**src/rtl/bw_io_dtl_pkg.sv**
```systemverilog
// Shared types and pad encodings for the DTL transmit encoder.
// Pad encodings are ordered {q_up_pad, q_dn_pad, q25_dn_pad}.
package bw_io_dtl_pkg;

  typedef enum logic [2:0] {
    HIZ,
    DRV_HI,
    SOFT_LO,
    DRV_LO,
    BBM
  } state_t;

  typedef enum logic [1:0] {
    T_HIZ,
    T_HIGH,
    T_LOW
  } target_t;

  localparam logic [2:0] ENC_HI   = 3'b111;
  localparam logic [2:0] ENC_LO   = 3'b000;
  localparam logic [2:0] ENC_SOFT = 3'b010;
  localparam logic [2:0] ENC_OFF  = 3'b011;

  function automatic target_t decode_target(input logic oe, input logic d);
    if (!oe)
      return T_HIZ;
    return d ? T_HIGH : T_LOW;
  endfunction

  // HIZ and BBM share the all-off encoding.
  function automatic logic [2:0] pad_enc(input state_t s);
    case (s)
      DRV_HI:  return ENC_HI;
      DRV_LO:  return ENC_LO;
      SOFT_LO: return ENC_SOFT;
      default: return ENC_OFF;
    endcase
  endfunction

endpackage

```
**src/rtl/bw_io_dtl_bscan_reg.sv**
```systemverilog
// Two-bit boundary-scan shift/update register for one DTL pad.
// sr[1] holds oe, sr[0] holds d; scan out is sr[0].
module bw_io_dtl_bscan_reg
  import bw_io_dtl_pkg::*;
(
  input  logic       clk,
  input  logic       arst_l,
  input  logic       capture,
  input  logic       shift,
  input  logic       update,
  input  logic       si,
  input  logic       core_oe,
  input  logic       core_d,
  output logic [1:0] upd,
  output logic       so
);

  logic [1:0] sr;

  // upd samples the pre-edge sr, so a concurrent shift/capture does not leak in.
  always_ff @(posedge clk or negedge arst_l) begin
    if (!arst_l) begin
      sr  <= 2'b00;
      upd <= 2'b00;
    end else begin
      if (capture)
        sr <= {core_oe, core_d};
      else if (shift)
        sr <= {si, sr[1]};
      if (update)
        upd <= sr;
    end
  end

  assign so = sr[0];

endmodule

```
**src/rtl/bw_io_dtl_drv_enc.sv**
```systemverilog
// DTL pad pre-driver encoder: source select, break-before-make and soft
// pulldown sequencing, registered pad controls, plus the pad's scan register.
//
// state   | meaning
// HIZ     | all drivers off, pad released
// DRV_HI  | pullup driving
// SOFT_LO | only the 25% pulldown on, counting down the soft turn-on time
// DRV_LO  | full pulldown driving
// BBM     | dead time between opposite drives, counting down
module bw_io_dtl_drv_enc
  import bw_io_dtl_pkg::*;
#(
  parameter int unsigned BBM_CYC  = 1,
  parameter int unsigned SOFT_CYC = 1
) (
  input  logic clk,
  input  logic arst_l,
  input  logic core_d,
  input  logic core_oe,
  input  logic bs_mode,
  input  logic bs_capture,
  input  logic bs_shift,
  input  logic bs_update,
  input  logic bs_si,
  output logic bs_so,
  output logic q_up_pad,
  output logic q_dn_pad,
  output logic q25_dn_pad,
  output logic settled
);

  localparam logic [3:0] BBM_INIT  = 4'(BBM_CYC - 1);
  localparam logic [3:0] SOFT_INIT = 4'(SOFT_CYC - 1);

  logic [1:0] upd;
  logic [1:0] src;
  target_t    tgt;
  state_t     state, state_nxt;
  logic [3:0] cnt, cnt_nxt;
  logic [2:0] pad;
  logic       settled_nxt;

  bw_io_dtl_bscan_reg u_bscan (
    .clk     (clk),
    .arst_l  (arst_l),
    .capture (bs_capture),
    .shift   (bs_shift),
    .update  (bs_update),
    .si      (bs_si),
    .core_oe (core_oe),
    .core_d  (core_d),
    .upd     (upd),
    .so      (bs_so)
  );

  assign src = bs_mode ? upd : {core_oe, core_d};
  assign tgt = decode_target(src[1], src[0]);

  always_comb begin
    state_nxt = state;
    cnt_nxt   = cnt;
    case (state)
      HIZ: begin
        if (tgt == T_HIGH) begin
          state_nxt = DRV_HI;
        end else if (tgt == T_LOW) begin
          state_nxt = SOFT_LO;
          cnt_nxt   = SOFT_INIT;
        end
      end
      DRV_HI: begin
        if (tgt == T_HIZ) begin
          state_nxt = HIZ;
        end else if (tgt == T_LOW) begin
          state_nxt = BBM;
          cnt_nxt   = BBM_INIT;
        end
      end
      DRV_LO: begin
        if (tgt == T_HIZ) begin
          state_nxt = HIZ;
        end else if (tgt == T_HIGH) begin
          state_nxt = BBM;
          cnt_nxt   = BBM_INIT;
        end
      end
      SOFT_LO: begin
        if (tgt == T_HIZ) begin
          state_nxt = HIZ;
        end else if (tgt == T_HIGH) begin
          state_nxt = BBM;
          cnt_nxt   = BBM_INIT;
        end else if (cnt == 4'd0) begin
          state_nxt = DRV_LO;
        end else begin
          cnt_nxt = cnt - 4'd1;
        end
      end
      BBM: begin
        // Dead time runs to completion; only the exit follows the latest target.
        if (cnt != 4'd0) begin
          cnt_nxt = cnt - 4'd1;
        end else if (tgt == T_HIGH) begin
          state_nxt = DRV_HI;
        end else if (tgt == T_LOW) begin
          state_nxt = SOFT_LO;
          cnt_nxt   = SOFT_INIT;
        end else begin
          state_nxt = HIZ;
        end
      end
      default: begin
        state_nxt = HIZ;
        cnt_nxt   = 4'd0;
      end
    endcase
  end

  assign settled_nxt = (state_nxt == HIZ    && tgt == T_HIZ)
                    || (state_nxt == DRV_HI && tgt == T_HIGH)
                    || (state_nxt == DRV_LO && tgt == T_LOW);

  always_ff @(posedge clk or negedge arst_l) begin
    if (!arst_l) begin
      state   <= HIZ;
      cnt     <= 4'd0;
      pad     <= ENC_OFF;
      settled <= 1'b1;
    end else begin
      state   <= state_nxt;
      cnt     <= cnt_nxt;
      pad     <= pad_enc(state_nxt);
      settled <= settled_nxt;
    end
  end

  assign q_up_pad   = pad[2];
  assign q_dn_pad   = pad[1];
  assign q25_dn_pad = pad[0];

endmodule
```
**config.mk**
```make
export PLATFORM = sky130hd
export DESIGN_NAME = bw_io_dtl_drv_enc
export DESIGN_NICKNAME = d
export VERILOG_FILES = /design/src/rtl/bw_io_dtl_pkg.sv /design/src/rtl/bw_io_dtl_bscan_reg.sv /design/src/rtl/bw_io_dtl_drv_enc.sv
export SDC_FILE = /design/constraint.sdc
export NUM_CORES = 1
export LEC_CHECK = 0
export BUFFER_PORTS_ARGS = -buffer_cell sky130_fd_sc_hd__buf_2
export CORE_MARGIN = 1
export CORE_UTILIZATION = 27
export CTS_CLUSTER_SIZE = 20
export DETAILED_ROUTE_END_ITERATION = 10
export SLEW_MARGIN = 20
export SYNTH_ARGS = -nofsm -noshare
export SYNTH_HDL_FRONTEND = slang
export SYNTH_SLANG_ARGS = --single-unit
```
**constraint.sdc**
```tcl
create_clock -name clk -period 5.02 [get_ports clk]
set_clock_uncertainty 0.1 [all_clocks]
set_input_delay 0.502 -clock clk [delete_from_list [all_inputs] [get_ports clk]]
set_output_delay 0.502 -clock clk [all_outputs]
set_load 0.02 [all_outputs]
```
==> results.ini <==
[yosys]
synth-async-reset-ratio_pct=100
syn_inst=80
netlist_area_um2=816
syn_nets=90
synth_area_leaders=dfrtp_1 (37%), dfstp_2 (9.7%), mux2_2 (4.1%)
synth-edff-count=0
ys_types=30
ys_warn_count=0
yosysSeqAreaShare_pct=46.5
syn_area_per_cell_um2=10.2
synth_seq_cells=15
synth_ff_type=dfrtp_1
synth_top_cell_area_share_pct=36.8
synth_area_leader_cell=dfrtp_1

[placement]
gp_congestion=0.898
dp_hpwl_um=1210
dp.cells=123
io_buffers=13
pre_cts_ws_ns=3.20

[setup_path]
cp_top_family=compound AO/OA/AOI/OAI gates
critPathBufInv=1
cp_slowest_cell=or3b_4
worstSetupPathType=register to register
cp-start-kind=register
required_ns=5.15
arrival_ns=1.97
critPathMaxFanout=4
crit_path_end_kind=register
reg2reg_to=cnt[0]
path_cells=inv_1 -> ha_1 -> or3b_4 -> o41ai_2 -> a2bb2oi_1 -> a21oi_1
worstRegToRegCells=6
worst-r2r-setup-slack_ns=3.18
critPathMaxStageDelay_ns=0.41
rr_startpoint=cnt[0]

[power_and_ir_drop]
combinationalPowerShare_pct=40.8
leakagePower_nw=0.430
power.share.clock_pct=17.2
power.switching_uw=159
p_int_uw=255
swShare_pct=38.5
powerDensity_nw_per_um2=441
ir_drop_v=0.0000738
seq_power_share_pct=42.0
finalPower_uw=414

[drt]
wl_per_cell_um=12.8
vias=664
viasPerCell=5.23
drt_pre_antenna_iters=4
drc=0
first_iter_violations=24
postRouteAntennaNets=0
drt-total-wl_um=1620

[sta]
fmax_ghz=0.543
tns_ns=0
setup_ws_ns=3.18
slew_headroom_pct=68.1
period_needed_ns=1.84
setup_viol=0
final_hold_viol_count=7
rsz0062_at_grt=false
maxSlewViolCount=0
finalCritPeriodShare_pct=36.7
tightest_slew_ns=0.474
whs_ns=-0.00748

[clock_network]
cts-htree-levels=1
cts_buffers=3
worstSkewPairLatency_ns=0.29
cts_sinks=15
cts_tree=yes
post_cts_resized=0
cts_root_buf=clkbuf_4
cts.path.max_buffers=2
hold_buffers=0
cts_setup_buffers=0
path_clk_slew_ns=0.09

[layout]
regArea_um2=379
multiInputGateArea_um2=403
num-nets-final=107
postLayoutCoreUtil_pct=33.5
diodes=0
drive_gt1_share_pct=29.2
finalNonFillerCells=127
fillers=299
area_delta_synth_final_pct=15.0

[floorplanning]
dieArea_um2=3250
coreArea_um2=2810
fp.dieH_um=57.0
io_pins=14
rows=19
start_util_pct=29.1
die_width_um=57.0

[run_status]
status=complete, but fails checks
violations=hold timing

[global_route]
grt_pass1_wl_um=2880
grt_max_degree=16
antenna_found_initial=0
grt.overflow.total=0
grt_pass1_vias=659
track_usage_pct=11.6

[flow_run]
maxCapViolCount=0

[hold_path]
min_path_type=input port to async pin

==> registers in the layout (all words and copies together) (netlist names) <==
signal       flops
cnt              4
pad              3
state            3
u_bscan.sr       2
u_bscan.upd      2
settled          1
==> metal layers <==
| metal | wire, µm | up-vias | track usage [%] |
|---|---|---|---|
| li1 | - | 324 | - |
| met1 | 727 | 317 | 14.8 |
| met2 | 776 | 18 | 18.0 |
| met3 | 55 | 5 | 0.680 |
| met4 | 63 | 0 | 10.1 |
| met5 | 0 | - | 0 |
==> synthesized netlist by cell type (all sizes together) (2+ instances only) <==
cell,n
a21oi,2
a2bb2oi,3
dfrtp,12
dfstp,3
inv,7
mux2,3
mux2i,2
nand2,7
nand3,2
nand3b,2
nand4,2
nor2,7
nor2b,2
nor3b,2
o211ai,3
o21ai,7
or2,2
==> area by class of cell <==
type	count	share of cell area, %
Clock buffer	4	2.80
Inverter	7	2.80
Multi-Input combinational cell	57	42.9
Sequential cell	15	40.4
Tap cell	31	4.13
Timing Repair Buffer	13	6.93
==> power groups by stage <==
| stage | logic, mW | clock network, mW | registers, mW |
|---|---|---|---|
| floorplan | 0.127 | 0 | 0.177 |
| global placement | 0.164 | 0 | 0.176 |
| detailed placement | 0.166 | 0 | 0.176 |
| CTS | 0.169 | 0.0737 | 0.174 |
| global route | 0.189 | 0.0762 | 0.179 |
| finish | 0.169 | 0.0713 | 0.174 |
==> stage by stage <==
stage	hold WS, ns	cell area, µm²
global route	0.0230	938
finish	-0.00748	938
floorplan	0.106	816
detailed placement	0.325	912
CTS	0.00434	938
global placement	0.323	912
==> cell usage in the layout, fill, tap and decap left out, types with 6 or more instances in the layout <==
master | Yosys | routed
o21ai_0 | 6 | 6
nor2_1 | 7 | 7
dfrtp_1 | 12 | 12
inv_1 | 7 | 7
buf_2 | 0 | 13
nand2_1 | 7 | 7
==> worst max-delay path by stage <==
| stage | from | to | slack [ns] | cells after the start |
|---|---|---|---|---|
| after global placement | cnt[0] | cnt[0] | 3.25 | 6 |
| after CTS | cnt[0] | cnt[0] | 3.17 | 6 |
| final | cnt[0] | cnt[0] | 3.18 | 6 |
| after floorplan | cnt[0] | cnt[0] | 3.32 | 6 |
| after detailed placement | cnt[0] | cnt[0] | 3.20 | 6 |
| after global routing | cnt[0] | cnt[0] | 3.05 | 6 |
==> cells by family after synthesis <==
logic type,share of synthesized area [%]
buf+inv,4.14
simple gates,22.7
fa+ha+maj,1.53
compound gates,18.6
mux,6.59
flops,46.5
Note: power is estimated with default switching activity, not from simulation.
